### src/rtl/vram_bus_arbiter_if.sv
// Signal bundle between the VRAM requesters (A = VDP, B = aux master),
// the arbiter and the SDRAM controller command bus.
interface vram_bus_arbiter_if;
    logic        initial_busy;

    logic [17:0] a_address;
    logic        a_valid;
    logic        a_write;
    logic [31:0] a_wdata;
    logic [3:0]  a_wdata_mask;
    logic        a_refresh;
    logic        a_ready;
    logic [31:0] a_rdata;
    logic        a_rdata_en;

    logic [17:0] b_address;
    logic        b_valid;
    logic        b_write;
    logic [31:0] b_wdata;
    logic [3:0]  b_wdata_mask;
    logic        b_ready;
    logic [31:0] b_rdata;
    logic        b_rdata_en;

    logic [17:0] m_address;
    logic        m_valid;
    logic        m_write;
    logic [31:0] m_wdata;
    logic [3:0]  m_wdata_mask;
    logic        m_refresh;
    logic [31:0] m_rdata;
    logic        m_rdata_en;

    logic        rd_timeout_err;

    // Arbiter side
    modport slave (
        input  initial_busy,
        input  a_address, a_valid, a_write, a_wdata, a_wdata_mask, a_refresh,
        output a_ready, a_rdata, a_rdata_en,
        input  b_address, b_valid, b_write, b_wdata, b_wdata_mask,
        output b_ready, b_rdata, b_rdata_en,
        output m_address, m_valid, m_write, m_wdata, m_wdata_mask, m_refresh,
        input  m_rdata, m_rdata_en,
        output rd_timeout_err
    );

    // Requester / SDRAM controller side
    modport master (
        output initial_busy,
        output a_address, a_valid, a_write, a_wdata, a_wdata_mask, a_refresh,
        input  a_ready, a_rdata, a_rdata_en,
        output b_address, b_valid, b_write, b_wdata, b_wdata_mask,
        input  b_ready, b_rdata, b_rdata_en,
        input  m_address, m_valid, m_write, m_wdata, m_wdata_mask, m_refresh,
        output m_rdata, m_rdata_en,
        input  rd_timeout_err
    );
endinterface

### src/rtl/vram_bus_arbiter.sv
// Two-port arbiter for the VRAM/SDRAM word bus. One transaction in flight,
// refresh forwarded with priority, A preferred but B forced in after
// A_STREAK_MAX consecutive A wins while B waits.
module vram_bus_arbiter #(
    parameter int A_STREAK_MAX = 4,
    parameter int WR_GAP       = 2,
    parameter int REF_GAP      = 8,
    parameter int RD_TIMEOUT   = 64
) (
    input logic              clk,
    input logic              reset_n,
    vram_bus_arbiter_if.slave bus
);

    typedef enum logic [2:0] {
        IDLE, ISSUE, WAIT_RD, WAIT_WR, REFRESH
    } state_t;

    state_t      state_q;
    logic        owner_b_q;
    logic [3:0]  streak_q, streak_d;
    logic        ref_pend_q, ref_pend_d;
    logic        busy_q;
    logic [7:0]  cnt_q;
    logic        err_q;

    logic [17:0] m_address_q;
    logic        m_write_q;
    logic [31:0] m_wdata_q;
    logic [3:0]  m_mask_q;
    logic        m_valid_q, m_refresh_q, a_ready_q, b_ready_q;

    logic        idle_go, ref_take, grant_any, grant_b, rd_done, rd_tmo;

    // initial_busy is registered, so a falling edge releases the first
    // command two cycles later; busy_q resets high so nothing issues before
    // the controller has been seen idle at least once.
    assign idle_go   = (state_q == IDLE) && !busy_q;
    // A refresh pulse coincident with a request is served first.
    assign ref_take  = idle_go && (ref_pend_q || bus.a_refresh);
    assign grant_b   = bus.b_valid && (!bus.a_valid || (streak_q == 4'(A_STREAK_MAX)));
    assign grant_any = idle_go && !ref_take && (bus.a_valid || bus.b_valid);
    assign rd_done   = (state_q == WAIT_RD) && bus.m_rdata_en;
    assign rd_tmo    = (state_q == WAIT_RD) && !bus.m_rdata_en && (cnt_q == 8'(RD_TIMEOUT - 1));

    // Streak and refresh-pending next state
    always_comb begin
        streak_d   = streak_q;
        ref_pend_d = ref_take ? 1'b0 : (ref_pend_q || bus.a_refresh);
        if (grant_any) begin
            if (grant_b)
                streak_d = 4'd0;
            else if (bus.b_valid)
                streak_d = (streak_q == 4'hF) ? 4'hF : streak_q + 4'd1;
            else
                streak_d = 4'd0;
        end
    end

    // Arbitration FSM with registered strobes and command fields
    always_ff @(posedge clk) begin
        if (!reset_n) begin
            state_q     <= IDLE;
            owner_b_q   <= 1'b0;
            streak_q    <= 4'd0;
            ref_pend_q  <= 1'b0;
            busy_q      <= 1'b1;
            cnt_q       <= 8'd0;
            err_q       <= 1'b0;
            m_address_q <= '0;
            m_write_q   <= 1'b0;
            m_wdata_q   <= '0;
            m_mask_q    <= '0;
            m_valid_q   <= 1'b0;
            m_refresh_q <= 1'b0;
            a_ready_q   <= 1'b0;
            b_ready_q   <= 1'b0;
        end else begin
            busy_q      <= bus.initial_busy;
            streak_q    <= streak_d;
            ref_pend_q  <= ref_pend_d;
            m_valid_q   <= 1'b0;
            m_refresh_q <= 1'b0;
            a_ready_q   <= 1'b0;
            b_ready_q   <= 1'b0;
            if (rd_tmo)
                err_q <= 1'b1;
            case (state_q)
                IDLE: begin
                    if (ref_take) begin
                        m_refresh_q <= 1'b1;
                        cnt_q       <= 8'd0;
                        state_q     <= REFRESH;
                    end else if (grant_any) begin
                        m_address_q <= grant_b ? bus.b_address    : bus.a_address;
                        m_write_q   <= grant_b ? bus.b_write      : bus.a_write;
                        m_wdata_q   <= grant_b ? bus.b_wdata      : bus.a_wdata;
                        m_mask_q    <= grant_b ? bus.b_wdata_mask : bus.a_wdata_mask;
                        owner_b_q   <= grant_b;
                        m_valid_q   <= 1'b1;
                        a_ready_q   <= !grant_b;
                        b_ready_q   <= grant_b;
                        state_q     <= ISSUE;
                    end
                end
                ISSUE: begin
                    cnt_q <= 8'd0;
                    if (!m_write_q)
                        state_q <= WAIT_RD;
                    else if (WR_GAP == 0)
                        state_q <= IDLE;
                    else
                        state_q <= WAIT_WR;
                end
                WAIT_WR: begin
                    if (cnt_q == 8'(WR_GAP - 1))
                        state_q <= IDLE;
                    else
                        cnt_q <= cnt_q + 8'd1;
                end
                WAIT_RD: begin
                    if (rd_done || rd_tmo)
                        state_q <= IDLE;
                    else
                        cnt_q <= cnt_q + 8'd1;
                end
                REFRESH: begin
                    if (cnt_q == 8'(REF_GAP - 1))
                        state_q <= IDLE;
                    else
                        cnt_q <= cnt_q + 8'd1;
                end
                default: state_q <= IDLE;
            endcase
        end
    end

    assign bus.m_address    = m_address_q;
    assign bus.m_write      = m_write_q;
    assign bus.m_wdata      = m_wdata_q;
    assign bus.m_wdata_mask = m_mask_q;
    assign bus.m_valid      = m_valid_q;
    assign bus.m_refresh    = m_refresh_q;
    assign bus.a_ready      = a_ready_q;
    assign bus.b_ready      = b_ready_q;

    // Read return is combinational from the SDRAM; a timeout substitutes
    // all-ones data for the owner so the requester never hangs.
    assign bus.a_rdata_en   = (rd_done || rd_tmo) && !owner_b_q;
    assign bus.b_rdata_en   = (rd_done || rd_tmo) &&  owner_b_q;
    assign bus.a_rdata      = (rd_tmo && !owner_b_q) ? 32'hFFFF_FFFF : bus.m_rdata;
    assign bus.b_rdata      = (rd_tmo &&  owner_b_q) ? 32'hFFFF_FFFF : bus.m_rdata;
    assign bus.rd_timeout_err = err_q || rd_tmo;

endmodule

### src/flat_wrapper.sv
// flat-port wrapper written by rule: the top's interface ports become plain ports
module vram_bus_arbiter_flat 
#(
    parameter int A_STREAK_MAX = 4,
    parameter int WR_GAP       = 2,
    parameter int REF_GAP      = 8,
    parameter int RD_TIMEOUT   = 64
)
  (clk, reset_n, bus_initial_busy, bus_a_address, bus_a_valid, bus_a_write, bus_a_wdata, bus_a_wdata_mask, bus_a_refresh, bus_a_ready, bus_a_rdata, bus_a_rdata_en, bus_b_address, bus_b_valid, bus_b_write, bus_b_wdata, bus_b_wdata_mask, bus_b_ready, bus_b_rdata, bus_b_rdata_en, bus_m_address, bus_m_valid, bus_m_write, bus_m_wdata, bus_m_wdata_mask, bus_m_refresh, bus_m_rdata, bus_m_rdata_en, bus_rd_timeout_err);
  vram_bus_arbiter_if bus_i ();
  input logic clk;
  input logic reset_n;
  input wire logic [$bits(bus_i.initial_busy)-1:0] bus_initial_busy;
  input wire logic [$bits(bus_i.a_address)-1:0] bus_a_address;
  input wire logic [$bits(bus_i.a_valid)-1:0] bus_a_valid;
  input wire logic [$bits(bus_i.a_write)-1:0] bus_a_write;
  input wire logic [$bits(bus_i.a_wdata)-1:0] bus_a_wdata;
  input wire logic [$bits(bus_i.a_wdata_mask)-1:0] bus_a_wdata_mask;
  input wire logic [$bits(bus_i.a_refresh)-1:0] bus_a_refresh;
  output wire logic [$bits(bus_i.a_ready)-1:0] bus_a_ready;
  output wire logic [$bits(bus_i.a_rdata)-1:0] bus_a_rdata;
  output wire logic [$bits(bus_i.a_rdata_en)-1:0] bus_a_rdata_en;
  input wire logic [$bits(bus_i.b_address)-1:0] bus_b_address;
  input wire logic [$bits(bus_i.b_valid)-1:0] bus_b_valid;
  input wire logic [$bits(bus_i.b_write)-1:0] bus_b_write;
  input wire logic [$bits(bus_i.b_wdata)-1:0] bus_b_wdata;
  input wire logic [$bits(bus_i.b_wdata_mask)-1:0] bus_b_wdata_mask;
  output wire logic [$bits(bus_i.b_ready)-1:0] bus_b_ready;
  output wire logic [$bits(bus_i.b_rdata)-1:0] bus_b_rdata;
  output wire logic [$bits(bus_i.b_rdata_en)-1:0] bus_b_rdata_en;
  output wire logic [$bits(bus_i.m_address)-1:0] bus_m_address;
  output wire logic [$bits(bus_i.m_valid)-1:0] bus_m_valid;
  output wire logic [$bits(bus_i.m_write)-1:0] bus_m_write;
  output wire logic [$bits(bus_i.m_wdata)-1:0] bus_m_wdata;
  output wire logic [$bits(bus_i.m_wdata_mask)-1:0] bus_m_wdata_mask;
  output wire logic [$bits(bus_i.m_refresh)-1:0] bus_m_refresh;
  input wire logic [$bits(bus_i.m_rdata)-1:0] bus_m_rdata;
  input wire logic [$bits(bus_i.m_rdata_en)-1:0] bus_m_rdata_en;
  output wire logic [$bits(bus_i.rd_timeout_err)-1:0] bus_rd_timeout_err;
  assign bus_i.initial_busy = bus_initial_busy;
  assign bus_i.a_address = bus_a_address;
  assign bus_i.a_valid = bus_a_valid;
  assign bus_i.a_write = bus_a_write;
  assign bus_i.a_wdata = bus_a_wdata;
  assign bus_i.a_wdata_mask = bus_a_wdata_mask;
  assign bus_i.a_refresh = bus_a_refresh;
  assign bus_a_ready = bus_i.a_ready;
  assign bus_a_rdata = bus_i.a_rdata;
  assign bus_a_rdata_en = bus_i.a_rdata_en;
  assign bus_i.b_address = bus_b_address;
  assign bus_i.b_valid = bus_b_valid;
  assign bus_i.b_write = bus_b_write;
  assign bus_i.b_wdata = bus_b_wdata;
  assign bus_i.b_wdata_mask = bus_b_wdata_mask;
  assign bus_b_ready = bus_i.b_ready;
  assign bus_b_rdata = bus_i.b_rdata;
  assign bus_b_rdata_en = bus_i.b_rdata_en;
  assign bus_m_address = bus_i.m_address;
  assign bus_m_valid = bus_i.m_valid;
  assign bus_m_write = bus_i.m_write;
  assign bus_m_wdata = bus_i.m_wdata;
  assign bus_m_wdata_mask = bus_i.m_wdata_mask;
  assign bus_m_refresh = bus_i.m_refresh;
  assign bus_i.m_rdata = bus_m_rdata;
  assign bus_i.m_rdata_en = bus_m_rdata_en;
  assign bus_rd_timeout_err = bus_i.rd_timeout_err;
  vram_bus_arbiter #(.A_STREAK_MAX(A_STREAK_MAX), .WR_GAP(WR_GAP), .REF_GAP(REF_GAP), .RD_TIMEOUT(RD_TIMEOUT)) u_core (.clk(clk), .reset_n(reset_n), .bus(bus_i));
endmodule
### config.mk
export PLATFORM = sky130hd
export DESIGN_NAME = vram_bus_arbiter_flat
export DESIGN_NICKNAME = d
export VERILOG_FILES = /design/src/rtl/vram_bus_arbiter_if.sv /design/src/rtl/vram_bus_arbiter.sv /design/src/flat_wrapper.sv
export SDC_FILE = /design/constraint.sdc
export NUM_CORES = 1
export LEC_CHECK = 0
export ABC_AREA = 1
export CORE_MARGIN = 8
export CORE_UTILIZATION = 40
export DETAILED_ROUTE_END_ITERATION = 8
export GPL_ROUTABILITY_DRIVEN = 0
export GPL_TIMING_DRIVEN = 0
export PLACE_DENSITY_LB_ADDON = 0.15
export SLEW_MARGIN = 20
export SYNTH_ARGS = -nofsm -noshare
export SYNTH_HDL_FRONTEND = slang
export SYNTH_SLANG_ARGS = --single-unit
### constraint.sdc
create_clock -name clk -period 2.9 [get_ports clk]
set_clock_uncertainty 0.1 [all_clocks]
set_input_delay 0.29 -clock clk [delete_from_list [all_inputs] [get_ports clk]]
set_output_delay 0.29 -clock clk [all_outputs]
set_load 0.05 [all_outputs]
==> run_results.csv <==
group,metric,value,unit
yosys,synthArstFlopShare,0,
cts,post_cts_resized,72,
pwr,clockPowerShare,0.218,
route,routed_via_density,4.69,
yosys,synth_area,0.00427,sq mm
route,dr_total_vias,5133,
yosys,ys_seq_area_frac,0.365,
pwr,vdd_drop_max,242,uV
floorplanning,rows,37,
critical_path,critPathLaunch,"u_core.cnt_q[0]$_SDFFE_PN0P_",
critical_path,worst-endpoint-required,2.51,ns
hold_path,hold_path_class,"in -> reg",
sta,timing.hold.ws,0.307,ns
yosys,yosys_warnings,0,
cts,htree_num_levels,3,
cts,clk-insertion-delay-late,0.34,ns
global_route,track_usage,0.222,
critical_path,cp-endpoint,"bus_rd_timeout_err",
critical_path,r2r_slack,0.83,ns
floorplanning,coreArea,0.0104,sq mm
yosys,ys_types,29,
flow_run,drv_cap,0,
yosys,synth_top_area_cell,"dfxtp_1",
final_layout,drive_above_1_share,0.114,
cts,clock-sinks,78,
sta,setup_viol,0,
critical_path,regToRegStartpoint,"u_core.streak_q[0]$_SDFFE_PN0P_",
critical_path,cp_max_fo,5,
cts,cts_setup_buffers,0,
pwr,switching_share,0.399,
sta,finalMaxSlewViolations,0,
yosys,synth_edf_count,0,
cts,cts-root-buf,"clkbuf_8",
yosys,synthCells,671,
placement,dp_hpwl,13.4,mm
sta,fmax,0.367,GHz
floorplanning,die_x,119,um
yosys,synthFlopType,"dfxtp_1",
floorplanning,die-area,0.0142,sq mm
global_route,grt_max_degree,13,
placement,portBuffers,273,
final_layout,num_antenna_cells,0,
cts,cts_tree,"done",
route,drc,0,
yosys,netlist.area_leader.share,0.365,
cts,clk_pin_slew,0.08,ns
pwr,internal_power,0.00207,W
route,routed_wirelength,16.4,mm
final_layout,utilization,0.679,
global_route,grt_overflow,0,
final_layout,area_growth_syn_to_layout,64.8,%
hold_path,holdPathStages,3,
pwr,p_per_area,488,mW/mm^2
sta,rsz0062_at_grt,"false",
yosys,synth_area_leaders,"dfxtp_1 (37%), nor2_1 (12%), nand2_1 (11%)",
route,dr.pass1.iters,4,
critical_path,setup.worst_path.end_class,"output port",
sta,period_needed,2.72,ns
outcome,status,"complete, no violations",
global_route,grt_pass1_vias,4916,
route,wl_per_cell,15.0,um
critical_path,critPathArrivalTime,2.33,ns
pwr,power.static_leakage,3.41,nW
sta,relSlewSlack,0.599,
yosys,ys_ff_latch,78,
floorplanning,io_pins,275,
final_layout,fill_cells,965,
floorplanning,start_util,0.412,
route,drtIter0Drc,172,
yosys,synthTopCellsByCount,"nor2_1 (139), nand2_1 (122), inv_1 (119)",
pwr,seq_power_share,0.366,
pwr,pwr-share-comb,0.416,
cts,cts_buffer_depth,2,
cts,holdBufCountCts,0,
floorplanning,die_h,119,um
critical_path,reg2reg_depth,9,
route,antenna_left,0,
critical_path,critPathLaunchType,"flip-flop",
global_route,grt_pass1_wl,25.5,mm
pwr,net-switching-power,0.00137,W
sta,hold_violations,0,
sta,finalCritPeriodShare,0.939,
final_layout,fin_nets,1108,
cts,cts_made_buffers,9,
critical_path,timing_worst_setup_path_type,"reg -> out",
yosys,synth_area_per_cell,6.37,sq um
yosys,synth_fp_nets,824,
global_route,antenna_found_initial,0,
sta,setup-tns-final,0,ns
yosys,yosysMostFrequentCell,"nor2_1",
sta,worst_slew_pin_slew,0.599,ns
critical_path,r2r-end,"u_core.bus.m_wdata[16]$_SDFFE_PN0P_",
[power by group through the flow]
stage	combinational, W	clock, W	sequential, W
after global placement	0.00147	0	0.00128
after global routing	0.00156	0.000804	0.00127
after detailed placement	0.00148	0	0.00128
after floorplan	0.000701	0	0.00149
after CTS	0.00145	0.000759	0.00126
final	0.00143	0.000749	0.00126
[cell families (layout without fill, tap and decap cells)]
kind of cell | count (synthesis) | in the layout | share of synthesized area
fa+ha+maj | 4 | 4 | 0.0117
compound gates | 139 | 139 | 0.201
flops | 78 | 78 | 0.365
buf+inv | 160 | 448 | 0.153
simple gates | 290 | 290 | 0.269
[worst max-delay path, cell delays in order (launching register included)]
cell	delay [ns]
dfxtp_1	0.40
ha_1	0.23
nand3_1	0.17
nor2_1	0.15
nand2_1	0.14
nand2_1	0.10
clkdlybuf4s50_1	0.80
[final cells by class]
| cell class | instances | area (sq um) | area share |
|---|---|---|---|
| repair buffers | 273 | 2420 | 0.344 |
| multi-input cells | 433 | 2060 | 0.292 |
| flip-flops and latches | 78 | 1560 | 0.222 |
| inverters | 121 | 454 | 0.0645 |
| plain buffers | 39 | 201 | 0.0286 |
| well taps | 136 | 170 | 0.0242 |
| clock buffers | 12 | 155 | 0.0220 |
| clock inverters | 3 | 20.0 | 0.00284 |
[stage by stage]
stage	cell area, sq um	instances	setup WS [ns]	total power, W
final	7040	1095	0.176	0.00344
after global routing	7040	1095	0.0294	0.00364
after CTS	7280	1095	0.00458	0.00347
after detailed placement	7180	1080	0.0798	0.00276
after global placement	7180	1080	0.0750	0.00274
after floorplan	4270	671	0.809	0.00219
[sequential cells by signal, indices dropped and copies added (netlist names), 3 cells and up]
name and cells:
u_core.bus.m_address 18, u_core.streak_q 4, u_core.bus.m_wdata_mask 4, u_core.bus.m_wdata 32, u_core.state_q 3, u_core.cnt_q 8
[routing by layer]
layer | GRT usage | part of all wire
met2 | 0.407 | 0.50
met4 | 0.0671 | 0.020
met5 | 0 | 0
met3 | 0.101 | 0.090
met1 | 0.219 | 0.39
[worst min path at each step]
stage | start | endpoint | slack, ns
6_report | reset_n | u_core.owner_b_q$_SDFFE_PN0P_ | 0.31
3_3_place_gp | u_core.err_q$_SDFFE_PN0N_ | u_core.err_q$_SDFFE_PN0N_ | 0.34
4_1_cts | reset_n | u_core.owner_b_q$_SDFFE_PN0P_ | 0.31
5_1_grt | reset_n | u_core.owner_b_q$_SDFFE_PN0P_ | 0.37
3_5_place_dp | u_core.err_q$_SDFFE_PN0N_ | u_core.err_q$_SDFFE_PN0N_ | 0.35
2_1_floorplan | bus_initial_busy | u_core.busy_q$_SDFF_PN1_ | 0.30
[cells in the final DEF, fill, tap and decap left out, drive strengths merged]
cell | netlist | routed
clkinv | 0 | 1
o21ai | 67 | 67
clkbuf | 15 | 85
inv | 121 | 121
nand2 | 123 | 123
o211ai | 2 | 2
or2 | 3 | 3
buf | 24 | 26
ha | 4 | 4
clkinvlp | 0 | 2
dlygate4sd2 | 0 | 6
nand3 | 13 | 13
nand4 | 2 | 2
a21boi | 1 | 1
dfxtp | 78 | 78
nor2 | 142 | 142
nor3b | 1 | 1
a21oi | 14 | 14
o21bai | 1 | 1
clkdlybuf4s50 | 0 | 207
a211oi | 54 | 54
nor3 | 6 | 6
No activity file was read; power rests on OpenSTA's default activity.
